--- src/rtl/axi4_lite_slave.sv ---
// AXI4-Lite register slave: NUM_REGS x 32-bit registers with byte strobes, SLVERR outside the register window.
// Latency: B response one cycle after the AW/W pair is complete; R data one cycle after the AR handshake.
// Backpressure: AW/W stall while a B response is outstanding; AR stalls while a read response is outstanding.
module axi4_lite_slave #(
  parameter int ADDRESS    = 32,
  parameter int DATA_WIDTH = 32,
  parameter int NUM_REGS   = 8
) (
  input  logic                  ACLK,
  input  logic                  ARESET,
  input  logic [ADDRESS-1:0]    S_AWADDR,
  input  logic                  S_AWVALID,
  output logic                  S_AWREADY,
  input  logic [DATA_WIDTH-1:0] S_WDATA,
  input  logic [3:0]            S_WSTRB,
  input  logic                  S_WVALID,
  output logic                  S_WREADY,
  output logic [1:0]            S_BRESP,
  output logic                  S_BVALID,
  input  logic                  S_BREADY,
  input  logic [ADDRESS-1:0]    S_ARADDR,
  input  logic                  S_ARVALID,
  output logic                  S_ARREADY,
  output logic [DATA_WIDTH-1:0] S_RDATA,
  output logic [1:0]            S_RRESP,
  output logic                  S_RVALID,
  input  logic                  S_RREADY
);

  localparam int                 IDX_W      = $clog2(NUM_REGS);
  localparam logic [ADDRESS-1:0] ADDR_LIMIT = ADDRESS'(NUM_REGS * 4);
  localparam logic [1:0]         RESP_OKAY  = 2'b00;
  localparam logic [1:0]         RESP_SLVERR = 2'b10;

  typedef enum logic {R_IDLE = 1'b0, R_DATA = 1'b1} r_state_e;

  // Write-side state
  logic                  aw_held_q, aw_held_d;
  logic [ADDRESS-1:0]    awaddr_q, awaddr_d;
  logic                  w_held_q, w_held_d;
  logic [DATA_WIDTH-1:0] wdata_q, wdata_d;
  logic [3:0]            wstrb_q, wstrb_d;
  logic                  bvalid_q, bvalid_d;
  logic [1:0]            bresp_q, bresp_d;

  // Read-side state
  r_state_e              r_state_q, r_state_d;
  logic [DATA_WIDTH-1:0] rdata_q, rdata_d;
  logic [1:0]            rresp_q, rresp_d;

  logic [DATA_WIDTH-1:0] regs_q [NUM_REGS];
  logic [DATA_WIDTH-1:0] regs_d [NUM_REGS];

  logic                  aw_hs, w_hs, commit;
  logic [ADDRESS-1:0]    wr_addr;
  logic [DATA_WIDTH-1:0] wr_data;
  logic [3:0]            wr_strb;
  logic                  wr_in_range, rd_in_range;
  logic [IDX_W-1:0]      wr_idx, rd_idx;

  // READYs depend only on flops, never on the VALID inputs
  assign S_AWREADY = !aw_held_q && !bvalid_q;
  assign S_WREADY  = !w_held_q && !bvalid_q;
  assign S_BVALID  = bvalid_q;
  assign S_BRESP   = bresp_q;
  assign S_ARREADY = (r_state_q == R_IDLE);
  assign S_RVALID  = (r_state_q == R_DATA);
  assign S_RDATA   = rdata_q;
  assign S_RRESP   = rresp_q;

  assign aw_hs       = S_AWVALID && S_AWREADY;
  assign w_hs        = S_WVALID && S_WREADY;
  // A channel already held wins over the live bus; otherwise the live beat is the one handshaking now
  assign wr_addr     = aw_held_q ? awaddr_q : S_AWADDR;
  assign wr_data     = w_held_q ? wdata_q : S_WDATA;
  assign wr_strb     = w_held_q ? wstrb_q : S_WSTRB;
  assign wr_in_range = (wr_addr < ADDR_LIMIT);
  assign wr_idx      = wr_addr[2 +: IDX_W];
  assign commit      = (aw_held_q || aw_hs) && (w_held_q || w_hs) && !bvalid_q;
  assign rd_in_range = (S_ARADDR < ADDR_LIMIT);
  assign rd_idx      = S_ARADDR[2 +: IDX_W];

  // Write channel capture, commit detection and B response generation
  always_comb begin
    aw_held_d = aw_held_q;
    awaddr_d  = awaddr_q;
    w_held_d  = w_held_q;
    wdata_d   = wdata_q;
    wstrb_d   = wstrb_q;
    bvalid_d  = bvalid_q;
    bresp_d   = bresp_q;
    if (aw_hs) begin
      aw_held_d = 1'b1;
      awaddr_d  = S_AWADDR;
    end
    if (w_hs) begin
      w_held_d = 1'b1;
      wdata_d  = S_WDATA;
      wstrb_d  = S_WSTRB;
    end
    if (commit) begin
      bvalid_d = 1'b1;
      bresp_d  = wr_in_range ? RESP_OKAY : RESP_SLVERR;
    end
    // Held beats stay parked until the response is consumed, which is what keeps AW/W stalled
    if (bvalid_q && S_BREADY) begin
      bvalid_d  = 1'b0;
      aw_held_d = 1'b0;
      w_held_d  = 1'b0;
    end
  end

  // Register file update: byte-masked write at commit, nothing for out-of-range addresses
  always_comb begin
    for (int i = 0; i < NUM_REGS; i++) begin
      regs_d[i] = regs_q[i];
    end
    if (commit && wr_in_range) begin
      for (int b = 0; b < 4; b++) begin
        if (wr_strb[b]) begin
          regs_d[wr_idx][8*b +: 8] = wr_data[8*b +: 8];
        end
      end
    end
  end

  // Read FSM next state; data is sampled from regs_q so a same-edge commit is not visible yet
  always_comb begin
    r_state_d = r_state_q;
    rdata_d   = rdata_q;
    rresp_d   = rresp_q;
    case (r_state_q)
      R_IDLE: begin
        if (S_ARVALID) begin
          r_state_d = R_DATA;
          rdata_d   = rd_in_range ? regs_q[rd_idx] : '0;
          rresp_d   = rd_in_range ? RESP_OKAY : RESP_SLVERR;
        end
      end
      R_DATA: begin
        if (S_RREADY) begin
          r_state_d = R_IDLE;
        end
      end
      default: r_state_d = R_IDLE;
    endcase
  end

  // State registers with synchronous reset that also drops any in-flight transaction
  always_ff @(posedge ACLK) begin
    if (ARESET) begin
      aw_held_q <= 1'b0;
      awaddr_q  <= '0;
      w_held_q  <= 1'b0;
      wdata_q   <= '0;
      wstrb_q   <= '0;
      bvalid_q  <= 1'b0;
      bresp_q   <= RESP_OKAY;
      r_state_q <= R_IDLE;
      rdata_q   <= '0;
      rresp_q   <= RESP_OKAY;
      for (int i = 0; i < NUM_REGS; i++) begin
        regs_q[i] <= '0;
      end
    end else begin
      aw_held_q <= aw_held_d;
      awaddr_q  <= awaddr_d;
      w_held_q  <= w_held_d;
      wdata_q   <= wdata_d;
      wstrb_q   <= wstrb_d;
      bvalid_q  <= bvalid_d;
      bresp_q   <= bresp_d;
      r_state_q <= r_state_d;
      rdata_q   <= rdata_d;
      rresp_q   <= rresp_d;
      for (int i = 0; i < NUM_REGS; i++) begin
        regs_q[i] <= regs_d[i];
      end
    end
  end

endmodule

--- config.mk ---
export PLATFORM = sky130hd
export DESIGN_NAME = axi4_lite_slave
export DESIGN_NICKNAME = d
export VERILOG_FILES = /design/src/rtl/axi4_lite_slave.sv
export SDC_FILE = /design/constraint.sdc
export NUM_CORES = 1
export LEC_CHECK = 0
export CORE_UTILIZATION = 45
export DETAILED_ROUTE_END_ITERATION = 10
export SETUP_SLACK_MARGIN = 0.2
export SLEW_MARGIN = 20
export SYNTH_ARGS = -nofsm -noshare
export SYNTH_HDL_FRONTEND = slang
export SYNTH_SLANG_ARGS = --single-unit
--- constraint.sdc ---
create_clock -name ACLK -period 2.4 [get_ports ACLK]
set_input_delay 0.48 -clock ACLK [delete_from_list [all_inputs] [get_ports ACLK]]
set_output_delay 0.48 -clock ACLK [all_outputs]
set_load 0.01 [all_outputs]
==> results.ini <==
[outcome]
status = complete, no violations

[drt]
vias = 11390
routed_wl_um = 39540
first_iter_violations = 451
firstDrtPassIters = 4
via_per_inst = 5.251
drc = 0
ant_nets = 0
wl_per_cell_um = 18.23

[min_path]
min-delay-start = S_AWADDR[28]
min-delay-path-class = in2reg
holdPathStages = 3
hold_path_end = awaddr_q[28]

[global_routing]
grt_pass1_wl_um = 62530
overflow = 0
grt_pass1_vias = 11370
grt_max_degree = 74
grt_usage_pct = 20.66
antenna_found_initial = 1

[power_and_ir_drop]
power_density_nw_per_um2 = 650.9
leakage_nw = 8.900
peakVddDrop_mv = 0.4880

[clock_network]
clockBufferDepth = 3
cts_tree = yes
cts.clk_slew.worst_paths_ns = 0.06
cts_sinks = 360
insertion_delay_ns = 0.54
cts_inserted_buffers = 40
h-tree-depth = 2
cts_root_buf = clkbuf_16
cts_hold_buffers = 0

[layout]
drive_above_1_share_pct = 18.81
area_growth_pct = 22.53
nFillCells = 3156
instances_no_fill = 2169
final-seq-area_um2 = 7212
multi_input_area_um2 = 9006
final_nets = 1778
diodes = 0
final_util_pct = 56.16

[worst_setup_path]
cp_max_fo = 8
crit_arrival_ns = 2.61
r2r_cells = 8
path_class = reg2reg
reg2reg_from = aw_held_q
r2r_end = regs_q[0][16]
reg2reg_setup_slack_ns = 0.24
worstPathRequired_ns = 2.86
crit_path_start_kind = register
cp-end-kind = register

[floorplan]
io_pins = 148
die_y_um = 195.3
core_area_um2 = 36700
die_x_um = 195.3
rows = 70
start_util_pct = 45.84
die_area_um2 = 38160

[timing]
relSlewSlack_pct = 63.43
hold_slack_ns = 0.2417
setup_viol = 0
fin_crit_sh_pct = 89.81
rsz0062_at_grt = true
fin_skew_ns = 0.01782
period_minus_slack_ns = 2.155
finalMaxSlewViolations = 0
hold_viol = 0
fmax_ghz = 0.4640
setup_tns_ns = 0
setup_slack_ns = 0.2447
worstMarginPinSlew_ns = 0.5333

[place]
place_ws_ns = -0.4701
placed_cells = 2086
place_congestion = 0.7403
io_buffers = 141
dpl.hpwl_um = 25300

[yosys]
async_flop_share_pct = 0
seq_area_frac_synth_pct = 42.84
yosysWarnings = 0
synth_seq_cells = 360
synth_edf_count = 0
synthesis.area_um2 = 16820
synth_ff_type = dfxtp_1
ys_types = 42
synth_area_per_cell_um2 = 10.94
syn_inst = 1537

[run]
drv_cap = 0

layout by cell type (no fill, tap or decap), drive strengths merged, types with 3 or more instances in the layout:
master         count
a21oi             70
a2bb2oi           32
and2               3
and4               4
buf               85
clkbuf            64
clkdlybuf4s50    130
clkinv             5
dfxtp            360
dlymetal6s2s       5
inv               10
mux2               4
mux2i            320
mux4              64
nand2            140
nand2b           235
nand4             31
nor2              40
nor3               3
nor4              15
o32ai              4
or2               33
or2b              25
flip-flops by register name, summed over array words and instances (netlist names):
| name | cells |
|---|---|
| S_BRESP | 1 |
| S_BVALID | 1 |
| S_RDATA | 32 |
| S_RRESP | 1 |
| S_RVALID | 1 |
| aw_held_q | 1 |
| awaddr_q | 30 |
| regs_q | 256 |
| w_held_q | 1 |
| wdata_q | 32 |
| wstrb_q | 4 |
metrics by stage:
stage / power [W] / area, um2
detailed placement: 0.007572 / 19100
global route: 0.01393 / 20610
CTS: 0.01355 / 20430
global placement: 0.007559 / 19100
floorplan: 0.007040 / 16830
finish: 0.01342 / 20610
cells by family after synthesis:
family | after synthesis | share of synthesized area, %
other | 1 | 0.02229
and+or+nand+nor | 534 | 20.21
muxes | 388 | 27.88
buffers and inverters | 141 | 4.299
DFF | 360 | 42.84
AOI/OAI and AO/OA | 113 | 4.746
worst max path at each step:
stage	slack, ns	start	endpoint
after floorplan	0.20	S_AWADDR[20]	regs_q[1][0]
after global placement	-0.48	S_AWADDR[10]	regs_q[1][11]
final	0.24	aw_held_q	regs_q[0][16]
after global routing	0.17	aw_held_q	regs_q[0][16]
after detailed placement	-0.47	S_AWADDR[11]	regs_q[5][9]
after CTS	0.19	S_AWADDR[10]	regs_q[4][6]
cell type report:
type                       instances  area share, %
clock inverter                    10         0.4249
timing repair buffer             224          12.15
clock buffer                      62          5.749
sequential                       360          34.99
multi-input combinational       1037          43.70
tap                              468          2.841
inverter                           8         0.1457
what timing repair did:
action	CTS	global route
setup buffers	1	9
endpoints found under the setup margin	220	237
resized for setup	11	23
pin swaps	4	7
cloned	0	1
cells in the mapped netlist, types with 4 or more instances:
| library cell | count | area [um2] |
|---|---|---|
| clkbuf_1 | 67 | 251.5 |
| mux2_2 | 4 | 45.04 |
| nor2_1 | 40 | 150.1 |
| or2b_2 | 17 | 148.9 |
| buf_6 | 6 | 67.56 |
| clkbuf_4 | 24 | 180.2 |
| inv_1 | 8 | 30.03 |
| buf_2 | 13 | 65.06 |
| a2bb2oi_1 | 32 | 280.3 |
| buf_1 | 17 | 63.81 |
| dfxtp_1 | 360 | 7207 |
| or2_2 | 33 | 206.5 |
| mux2i_1 | 320 | 3203 |
| a21oi_1 | 70 | 350.3 |
| nand2b_1 | 235 | 1470 |
| and4_1 | 4 | 35.03 |
| nand2_1 | 139 | 521.8 |
| buf_4 | 4 | 30.03 |
| mux4_2 | 64 | 1441 |
| nor4_1 | 13 | 81.33 |
| nand4_4 | 28 | 595.6 |
| or2b_1 | 8 | 60.06 |
layer usage:
layer  up-vias  share of wire, %  wire length [um]  track usage, %
met4         2               1.4               542           4.637
li1       5626                 -                 -               -
met5         -             0.043                17               0
met3        42               4.2              1665           3.713
met2       208                46             18380           34.09
met1      5512                48             18930           28.13
where the power goes:
part / switching, W / total [W] / internal (W)
registers: 0.0000535 / 0.00612 / 0.00606
clock network: 0.00244 / 0.00595 / 0.00351
logic: 0.000736 / 0.00135 / 0.000616
worst max-delay path: stages, from the launching register on:
cell and delay, ns:
dfxtp_4 0.37, nor4_4 0.26, nand4_1 0.20, a221oi_4 0.37, buf_12 0.19, buf_8 0.12, and4_4 0.21, buf_12 0.15
mux2i_1 0.19
(Power assumes the default switching activity.)
